==> config.mk <==
export PLATFORM = sky130hd
export DESIGN_NAME = instr_encoder_flat
export DESIGN_NICKNAME = d
export VERILOG_FILES = /design/src/rtl/instr_encoder_if.sv /design/src/rtl/instr_encoder.sv /design/src/flat_wrapper.sv
export SDC_FILE = /design/constraint.sdc
export NUM_CORES = 1
export LEC_CHECK = 0
export CORE_ASPECT_RATIO = 0.8
export CORE_MARGIN = 8
export CORE_UTILIZATION = 35
export CTS_CLUSTER_SIZE = 30
export DETAILED_ROUTE_END_ITERATION = 10
export SYNTH_ARGS = -nofsm -noshare
export SYNTH_HDL_FRONTEND = slang
export SYNTH_SLANG_ARGS = --single-unit
==> constraint.sdc <==
create_clock -name clk -period 5.85 [get_ports clk]
set_input_delay 0.585 -clock clk [delete_from_list [all_inputs] [get_ports clk]]
set_output_delay 0.585 -clock clk [all_outputs]
set_load 0.01 [all_outputs]
==> src/rtl/instr_encoder_if.sv <==
// Field-bundle input and packed-word output handshakes of the instruction encoder.
// Both sides are valid/ready: a transfer happens on a rising clk edge where valid && ready.
interface instr_encoder_if;
   logic        in_valid;
   logic        in_ready;
   logic [6:0]  in_opcode;
   logic [2:0]  in_funct3;
   logic [6:0]  in_funct7;
   logic [4:0]  in_rd;
   logic [4:0]  in_rs1;
   logic [4:0]  in_rs2;
   logic [31:0] in_imm;
   logic        out_valid;
   logic        out_ready;
   logic [31:0] out_instr;

   modport master (
      output in_valid, in_opcode, in_funct3, in_funct7, in_rd, in_rs1, in_rs2, in_imm,
      output out_ready,
      input  in_ready, out_valid, out_instr
   );

   modport slave (
      input  in_valid, in_opcode, in_funct3, in_funct7, in_rd, in_rs1, in_rs2, in_imm,
      input  out_ready,
      output in_ready, out_valid, out_instr
   );
endinterface

==> src/rtl/instr_encoder.sv <==
// Packs RV32I / custom-quantum field bundles into 32-bit words after an immediate
// range check, and queues legal words in a DEPTH-entry FIFO; illegal ones are counted.
module instr_encoder #(
   parameter int DEPTH = 4
) (
   input  logic                       clk,
   input  logic                       rst_n,
   input  logic                       flush,
   instr_encoder_if.slave             bus,
   output logic                       err_imm,
   output logic [7:0]                 err_count,
   output logic [15:0]                emit_count,
   output logic [$clog2(DEPTH+1)-1:0] level
);
   localparam int LW = $clog2(DEPTH + 1);
   localparam int PW = (DEPTH > 1) ? $clog2(DEPTH) : 1;

   localparam logic [6:0] OPC_LUI     = 7'b0110111;
   localparam logic [6:0] OPC_AUIPC   = 7'b0010111;
   localparam logic [6:0] OPC_JAL     = 7'b1101111;
   localparam logic [6:0] OPC_JALR    = 7'b1100111;
   localparam logic [6:0] OPC_BRANCH  = 7'b1100011;
   localparam logic [6:0] OPC_LOAD    = 7'b0000011;
   localparam logic [6:0] OPC_STORE   = 7'b0100011;
   localparam logic [6:0] OPC_OP_IMM  = 7'b0010011;
   localparam logic [6:0] OPC_QUANTUM = 7'b0001011;

   typedef enum logic [2:0] {
      FMT_R,
      FMT_I,
      FMT_S,
      FMT_B,
      FMT_U,
      FMT_J
   } fmt_e;

   fmt_e              w_fmt;
   logic [31:0]       w_imm;
   logic [31:0]       w_word;
   logic              w_legal;
   logic              w_i_ok;
   logic              w_b_ok;
   logic              w_j_ok;
   logic              w_u_ok;
   logic              w_full;
   logic              w_empty;
   logic              w_accept;
   logic              w_push;
   logic              w_drop;
   logic              w_pop;

   logic [31:0]       r_mem [DEPTH];
   logic [PW-1:0]     r_wr_ptr;
   logic [PW-1:0]     r_rd_ptr;
   logic [LW-1:0]     r_level;
   logic              r_err_imm;
   logic [7:0]        r_err_count;
   logic [15:0]       r_emit_count;

   always_comb begin
      w_fmt = FMT_R;
      case (bus.in_opcode)
         OPC_LUI, OPC_AUIPC:                      w_fmt = FMT_U;
         OPC_JAL:                                 w_fmt = FMT_J;
         OPC_BRANCH:                              w_fmt = FMT_B;
         OPC_STORE:                               w_fmt = FMT_S;
         OPC_OP_IMM, OPC_LOAD, OPC_JALR,
         OPC_QUANTUM:                             w_fmt = FMT_I;
         default:                                 w_fmt = FMT_R;
      endcase
   end

   // Each range test asks whether the upper bits are pure sign extension.
   assign w_imm  = bus.in_imm;
   assign w_i_ok = (&w_imm[31:11]) | ~(|w_imm[31:11]);
   assign w_b_ok = ((&w_imm[31:12]) | ~(|w_imm[31:12])) & ~w_imm[0];
   assign w_j_ok = ((&w_imm[31:20]) | ~(|w_imm[31:20])) & ~w_imm[0];
   assign w_u_ok = ~(|w_imm[11:0]);

   always_comb begin
      w_word  = '0;
      w_legal = 1'b1;
      case (w_fmt)
         FMT_I: begin
            w_word  = {w_imm[11:0], bus.in_rs1, bus.in_funct3, bus.in_rd, bus.in_opcode};
            w_legal = w_i_ok;
         end
         FMT_S: begin
            w_word  = {w_imm[11:5], bus.in_rs2, bus.in_rs1, bus.in_funct3,
                       w_imm[4:0], bus.in_opcode};
            w_legal = w_i_ok;
         end
         FMT_B: begin
            w_word  = {w_imm[12], w_imm[10:5], bus.in_rs2, bus.in_rs1, bus.in_funct3,
                       w_imm[4:1], w_imm[11], bus.in_opcode};
            w_legal = w_b_ok;
         end
         FMT_U: begin
            w_word  = {w_imm[31:12], bus.in_rd, bus.in_opcode};
            w_legal = w_u_ok;
         end
         FMT_J: begin
            w_word  = {w_imm[20], w_imm[10:1], w_imm[11], w_imm[19:12],
                       bus.in_rd, bus.in_opcode};
            w_legal = w_j_ok;
         end
         default: begin
            w_word  = {bus.in_funct7, bus.in_rs2, bus.in_rs1, bus.in_funct3,
                       bus.in_rd, bus.in_opcode};
            w_legal = 1'b1;
         end
      endcase
   end

   // No pass-through: in_ready depends only on registered level and flush.
   assign w_full        = (r_level == LW'(DEPTH));
   assign w_empty       = (r_level == '0);
   assign bus.in_ready  = ~w_full & ~flush;
   assign w_accept      = bus.in_valid & bus.in_ready;
   assign w_push        = w_accept & w_legal;
   assign w_drop        = w_accept & ~w_legal;
   assign w_pop         = ~w_empty & bus.out_ready & ~flush;

   assign bus.out_valid = ~w_empty;
   assign bus.out_instr = w_empty ? 32'd0 : r_mem[r_rd_ptr];
   assign err_imm       = r_err_imm;
   assign err_count     = r_err_count;
   assign emit_count    = r_emit_count;
   assign level         = r_level;

   always_ff @(posedge clk) begin
      if (w_push) begin
         r_mem[r_wr_ptr] <= w_word;
      end
   end

   always_ff @(posedge clk or negedge rst_n) begin
      if (!rst_n) begin
         r_wr_ptr <= '0;
         r_rd_ptr <= '0;
         r_level  <= '0;
      end else if (flush) begin
         r_wr_ptr <= '0;
         r_rd_ptr <= '0;
         r_level  <= '0;
      end else begin
         if (w_push) begin
            r_wr_ptr <= r_wr_ptr + PW'(1);
         end
         if (w_pop) begin
            r_rd_ptr <= r_rd_ptr + PW'(1);
         end
         case ({w_push, w_pop})
            2'b10:   r_level <= r_level + LW'(1);
            2'b01:   r_level <= r_level - LW'(1);
            default: r_level <= r_level;
         endcase
      end
   end

   // Counters survive flush; only reset clears them.
   always_ff @(posedge clk or negedge rst_n) begin
      if (!rst_n) begin
         r_err_imm    <= 1'b0;
         r_err_count  <= '0;
         r_emit_count <= '0;
      end else begin
         r_err_imm <= w_drop;
         if (w_drop && (r_err_count != 8'hFF)) begin
            r_err_count <= r_err_count + 8'd1;
         end
         if (w_pop) begin
            r_emit_count <= r_emit_count + 16'd1;
         end
      end
   end
endmodule

==> src/flat_wrapper.sv <==
// flat-port wrapper written by rule: the top's interface ports become plain ports
module instr_encoder_flat 
#(
   parameter int DEPTH = 4
)
  (clk, rst_n, flush, err_imm, err_count, emit_count, level, bus_in_valid, bus_in_opcode, bus_in_funct3, bus_in_funct7, bus_in_rd, bus_in_rs1, bus_in_rs2, bus_in_imm, bus_out_ready, bus_in_ready, bus_out_valid, bus_out_instr);
  instr_encoder_if bus_i ();
  input  logic clk;
  input  logic rst_n;
  input  logic flush;
  output logic err_imm;
  output logic [7:0] err_count;
  output logic [15:0] emit_count;
  output logic [$clog2(DEPTH+1)-1:0] level;
  input wire logic [$bits(bus_i.in_valid)-1:0] bus_in_valid;
  input wire logic [$bits(bus_i.in_opcode)-1:0] bus_in_opcode;
  input wire logic [$bits(bus_i.in_funct3)-1:0] bus_in_funct3;
  input wire logic [$bits(bus_i.in_funct7)-1:0] bus_in_funct7;
  input wire logic [$bits(bus_i.in_rd)-1:0] bus_in_rd;
  input wire logic [$bits(bus_i.in_rs1)-1:0] bus_in_rs1;
  input wire logic [$bits(bus_i.in_rs2)-1:0] bus_in_rs2;
  input wire logic [$bits(bus_i.in_imm)-1:0] bus_in_imm;
  input wire logic [$bits(bus_i.out_ready)-1:0] bus_out_ready;
  output wire logic [$bits(bus_i.in_ready)-1:0] bus_in_ready;
  output wire logic [$bits(bus_i.out_valid)-1:0] bus_out_valid;
  output wire logic [$bits(bus_i.out_instr)-1:0] bus_out_instr;
  assign bus_i.in_valid = bus_in_valid;
  assign bus_i.in_opcode = bus_in_opcode;
  assign bus_i.in_funct3 = bus_in_funct3;
  assign bus_i.in_funct7 = bus_in_funct7;
  assign bus_i.in_rd = bus_in_rd;
  assign bus_i.in_rs1 = bus_in_rs1;
  assign bus_i.in_rs2 = bus_in_rs2;
  assign bus_i.in_imm = bus_in_imm;
  assign bus_i.out_ready = bus_out_ready;
  assign bus_in_ready = bus_i.in_ready;
  assign bus_out_valid = bus_i.out_valid;
  assign bus_out_instr = bus_i.out_instr;
  instr_encoder #(.DEPTH(DEPTH)) u_core (.clk(clk), .rst_n(rst_n), .flush(flush), .bus(bus_i), .err_imm(err_imm), .err_count(err_count), .emit_count(emit_count), .level(level));
endmodule
# == Word-level counts from Yosys, hierarchy flattened ==
# Memories as Yosys holds them, arrays and structs flattened.
# Cells that the tools add are included.
# op_classes
add_sub_neg,6
n_eq_ne,18
muxes,12
n_bitwise,20
n_reduce_logical,15
# op_table
cell,count
32-bit case mux with 5 select lines,1
32-bit 2-to-1 mux,1
12-bit OR reduction,2
"7-bit == test, second input constant",3
21-bit AND reduction,1
21-bit OR reduction,1
20-bit AND reduction,1
20-bit OR reduction,1
"16-bit by 1-bit adder with 16-bit output, second input constant",1
3-bit case mux with 5 select lines,1
"7-bit by 5-bit == test with 1-bit output, second input constant",2
"7-bit by 6-bit == test with 1-bit output, second input constant",2
12-bit AND reduction,1
"3-bit == test, second input constant",3
1-bit NOT,9
"8-bit by 1-bit adder with 8-bit output, second input constant",1
1-bit bitwise AND,8
2-bit 2-to-1 mux,4
"8-bit != test, second input constant",1
"7-bit by 2-bit == test with 1-bit output, second input constant",1
"7-bit by 4-bit == test with 1-bit output, second input constant",1
"3-bit by 2-bit == test with 1-bit output, second input constant",2
3-bit case mux with 2 select lines,1
"2-bit by 1-bit adder with 2-bit output, second input constant",2
15 further kinds,20
# totals
ff_bits,32
ramBits,128
output_inout_bits,62
elab_cells,78
mem_count,1
# mem_list
memory,words,width,read_ports,rd_ports_with_merged_regs,wr,line_no,source
u_core.r_mem,4,32,1,0,1,instr_encoder.sv:52,logic [31:0] r_mem [DEPTH];

# == Logic depth before layout (Yosys ltp) ==
# depth
depth_word,10
mapped_depth,15
depth_no_buf,12

# == Worst setup path after synthesis ==
# No wires, ideal clock.
# synth_timing
path_type,input to register
start,input port bus_in_opcode[2]
end,"memory u_core.r_mem[0][0], enable pin"
setup_ns,0.392
arrival_time_ns,2.939
t_required_ns,5.458
slack_ns,2.519
path_stages,8
path_cell_list,clkbuf_1 -> nor3b_1 -> nand2_1 -> o32a_1 -> a21oi_2 -> o31a_1 -> buf_2 -> and2_1
# synth_between
elab_chain_len,9
elab_cells_between_ends,22
cone_classes,eq/ne: 14; mux: 4; bitwise: 1; reduce/logical: 3
# synth_rtl
element,line_no,source
"start, declared",flat_wrapper.sv:16,input wire logic [$bits(bus_i.in_opcode)-1:0] bus_in_opcode;
"7-bit by 5-bit == test with 1-bit output, or another cell as far along",instr_encoder.sv:62,case (bus.in_opcode)
4-bit OR reduction or 2-bit OR reduction (tied branches),instr_encoder.sv:62,
3-bit case mux with 5 select lines *,instr_encoder.sv:62,
3-bit by 1-bit == test with 1-bit output or 3-bit by 2-bit == test with 1-bit output (tied branches),instr_encoder.sv:83,case (w_fmt)
2-bit OR reduction (no line),--,
1-bit case mux with 4 select lines *,instr_encoder.sv:83,
1-bit bitwise AND *,instr_encoder.sv:120,assign w_push = w_accept & w_legal;
1-bit 2-to-1 mux *,instr_encoder.sv:132,if (w_push) begin
1-bit 2-to-1 mux (not written as such) *,instr_encoder.sv:133,r_mem[r_wr_ptr] <= w_word;
"end, declared",instr_encoder.sv:52,
# Every way passes the cells marked *; elsewhere a longest branch is shown, timed or not.

# == Worst setup path in the final report ==
# layout_timing
start,input port bus_in_opcode[6]
end,"memory u_core.r_mem[2][25], enable pin"
# Same word-level chain as after synthesis.

==> impl_metrics.tcl <==
set metrics [dict create \
    status "completed" \
    path_cells "clkdlybuf4s50_1 -> nor3b_2 -> and4_1 -> and4_1 -> or2_0 -> o31a_1 -> and2_1 -> buf_4" \
    rsz0062_at_grt "no" \
    fin_crit_ns 4.11 \
    core_sq_um 19900 \
    numCtsBuffers 17 \
    fin_crit_sh 0.702 \
    holdCritPathClass "flop to flop" \
    postCtsHoldBufs 0 \
    cts.repair.resized 0 \
    synth_cell_types 56 \
    antenna_cells 0 \
    cts_setup_buffers 0 \
    cp_max_fo 16 \
    syn_to_final_growth_pct 31.0 \
    netlist_instances 463 \
    io_buffer_count 130 \
    share_comb_of_total_power 0.309 \
    dp_hpwl_um 13300 \
    synth_top_area_cell "edfxtp_1" \
    worst_slew_pin_slew_ns 1.12 \
    drt_iter0_drc 244 \
    regArea_sq_um 4650 \
    synth.area.top_cells "edfxtp_1 (54%), dfrtp_1 (11%), mux4_2 (10%)" \
    ant_nets 0 \
    clk_pin_slew_worst_paths_ns 0.06 \
    maxCapViolations 0 \
    via_count 4567 \
    leakage_nw 3.27 \
    vias_per_cell 5.22 \
    max_slew_margin 0.256 \
    power_density_nw_per_um2 390 \
    setup_violations 0 \
    swShare 0.274 \
    dieArea_sq_um 25300 \
    postSynthAreaPerCell_sq_um 15.4 \
    gp_congestion 0.778 \
    multi_input_area_sq_um 2350 \
    start_util 0.359 \
    vdd_ir_drop_max_v 0.000179 \
    crit_arrival_ns 4.22 \
    syn_area_sq_um 7140 \
    ys.flop_type "edfxtp_1" \
    critPathLaunchType "input pin" \
    cts_tree "yes" \
    max_freq_mhz 244 \
    clkSinkCount 160 \
    finalClockSkew_ns 0.0102 \
    drive_above_1_share 0.142 \
    io_pins 131 \
    ctsLongestPathBuffers 2 \
    nFillCells 1782 \
    async_flop_share 0.200 \
    crit_path_frequent_cell "and4_1" \
    power_frac_seq 0.377 \
    max_stage_delay_ns 0.77 \
    drc_errors 0 \
    insertion_delay_ns 0.42 \
    hold_violations 0 \
    synth_edf_count 128 \
    ys_ff_latch 160 \
    intPower_mw 2.65 \
    post_drt_wl_per_cell_um 21.3 \
    switchingPower_mw 1.00 \
    whs_ns 0.469 \
    grt_overflow 0 \
    htreeDepth 4 \
    track_usage 0.150 \
    finalSetupTns_ns 0 \
    timing.final.max_slew_violations 0 \
    crit_slowest_cell "and2_1" \
    die_y_um 144 \
    drt_wl_total_um 18700 \
    drt-pass1-iter-count 5 \
    yosysSeqAreaShare 0.650 \
    rows 46 \
    grt_max_degree 36 \
    path_class "input pin to flop" \
    die_w_um 176 \
    pwr-share-clk 0.315 \
    synth_warnings 0 \
    fin_nets 674 \
    synthesis.nets 539 \
    grt_pass1_vias 4908 \
    root_buffer "clkbuf_16" \
    endpoint_kind "flop" \
    cp.required_ns 5.96 \
    grt_pass1_wl_um 28400 \
    antenna_found_initial 0 \
    synth_top_cell_area_share 0.538 \
]
-- cells by family (layout without fill, tap and decap cells) --
family,Yosys count,count (layout),share of synthesized area
AND/OR/NAND/NOR,146,146,0.114
buffers and inverters,37,185,0.0210
multiplexers,49,49,0.127
flip-flops,160,160,0.650
XOR/XNOR,25,25,0.0306
AO/OA/AOI/OAI,38,38,0.0429
adder cells (fa/ha/maj),8,8,0.0147
-- worst max-delay path: cells and delay by family --
kind,cells,cell delay (ns)
AND/OR/NAND/NOR,5,2.10
buffers and inverters,2,1.01
AO/OA/AOI/OAI,1,0.50
-- layout by cell type (no fill, tap or decap), types with 5 or more instances in the layout --
cell type / Yosys / routed
clkbuf_16: 0 / 17
xnor2_1: 16 / 16
buf_4: 0 / 8
nand3_1: 8 / 8
inv_1: 15 / 15
clkdlybuf4s50_1: 0 / 130
nand2_1: 31 / 31
mux4_2: 32 / 32
xor2_1: 9 / 9
edfxtp_1: 128 / 128
ha_1: 6 / 6
dfrtp_1: 32 / 31
nor4_1: 8 / 8
nand4_1: 12 / 12
nor2_1: 17 / 17
mux2_2: 13 / 13
nor3_1: 5 / 5
and3_1: 8 / 8
a22oi_1: 5 / 5
and2_1: 38 / 38
a222oi_1: 7 / 7
-- synth_stat cells (2+ instances only) --
| cell | n |
|---|---|
| nand4b_1 | 2 |
| a222oi_1 | 7 |
| ha_1 | 6 |
| buf_2 | 3 |
| a31oi_1 | 2 |
| edfxtp_1 | 128 |
| nor2b_1 | 2 |
| xor2_1 | 9 |
| nor3b_1 | 2 |
| xnor2_1 | 16 |
| mux2i_1 | 4 |
| nor3_1 | 5 |
| o211ai_1 | 2 |
| and3_1 | 8 |
| a21oi_1 | 4 |
| clkbuf_1 | 15 |
| and2_1 | 38 |
| and4_1 | 4 |
| dfrtp_1 | 32 |
| a22oi_1 | 5 |
| nor2_1 | 17 |
| mux4_2 | 32 |
| or2_2 | 2 |
| nand3_1 | 8 |
| mux2_2 | 13 |
| buf_1 | 3 |
| nand2_1 | 31 |
| o21ai_0 | 2 |
| nor4_1 | 8 |
| inv_1 | 15 |
| nand4_1 | 12 |
| or3_1 | 2 |
-- flip-flops by register name, summed over array words and instances (netlist names) --
name               count
u_core.r_mem         128
u_core.emit_count     16
u_core.err_count       8
u_core.level           3
u_core.r_rd_ptr        2
u_core.r_wr_ptr        2
u_core.err_imm         1
-- routing by layer --
| metal | share of wire | up-vias | global-route usage |
|---|---|---|---|
| met2 | 0.52 | 130 | 0.262 |
| met3 | 0.054 | 21 | 0.0454 |
| met4 | 0.019 | 0 | 0.0494 |
| met5 | 0 | - | 0 |
| li1 | - | 2069 | - |
| met1 | 0.41 | 2347 | 0.173 |
-- power by group through the flow --
stage / logic, mW / clock network (mW) / registers, mW
finish: 1.13 / 1.15 / 1.37
global route: 1.23 / 1.22 / 1.38
CTS: 1.16 / 1.17 / 1.38
detailed placement: 1.16 / 0 / 1.40
global placement: 1.14 / 0 / 1.39
floorplan: 0.583 / 0 / 1.40
-- worst paths after layout --
path | startpoint | end | slack [ns] | cells after the start
worst max-delay path | bus_in_opcode[6] | u_core.r_mem[2][25]$_DFFE_PP_ | 1.74 | 8
worst min-delay path | u_core.emit_count[15]$_DFFE_PN0P_ | u_core.emit_count[15]$_DFFE_PN0P_ | 0.47 | 1
worst max register to register | u_core.level[0]$_DFFE_PN0P_ | u_core.level[2]$_DFFE_PN0P_ | 2.45 | 10
worst min register to register | u_core.emit_count[15]$_DFFE_PN0P_ | u_core.emit_count[15]$_DFFE_PN0P_ | 0.47 | 1
max in group asynchronous | rst_n | u_core.r_rd_ptr[0]$_DFFE_PN0P_ | 4.94 | 2
min in group asynchronous | rst_n | u_core.emit_count[14]$_DFFE_PN0P_ | 0.57 | 2
-- per-stage QoR --
step / setup WS (ns) / std cells / util / total power [mW] / area, sq um
after CTS: 1.77 / 875 / 0.470 / 3.71 / 9360
after detailed placement: 1.34 / 843 / 0.439 / 2.56 / 8740
final: 1.74 / 875 / 0.470 / 3.65 / 9360
after floorplan: 2.52 / 463 / - / 1.98 / 7140
after global routing: 1.44 / 875 / 0.470 / 3.83 / 9360
after global placement: 1.44 / 843 / 0.439 / 2.54 / 8740
-- final cells by class --
class | count | share of cell area
clock inverters | 13 | 0.0198
flip-flops and latches | 160 | 0.496
well taps | 264 | 0.0353
clock buffers | 19 | 0.0462
multi-input cells | 266 | 0.251
inverters | 15 | 0.00601
repair buffers | 138 | 0.145
No activity file was read; power rests on OpenSTA's default activity.
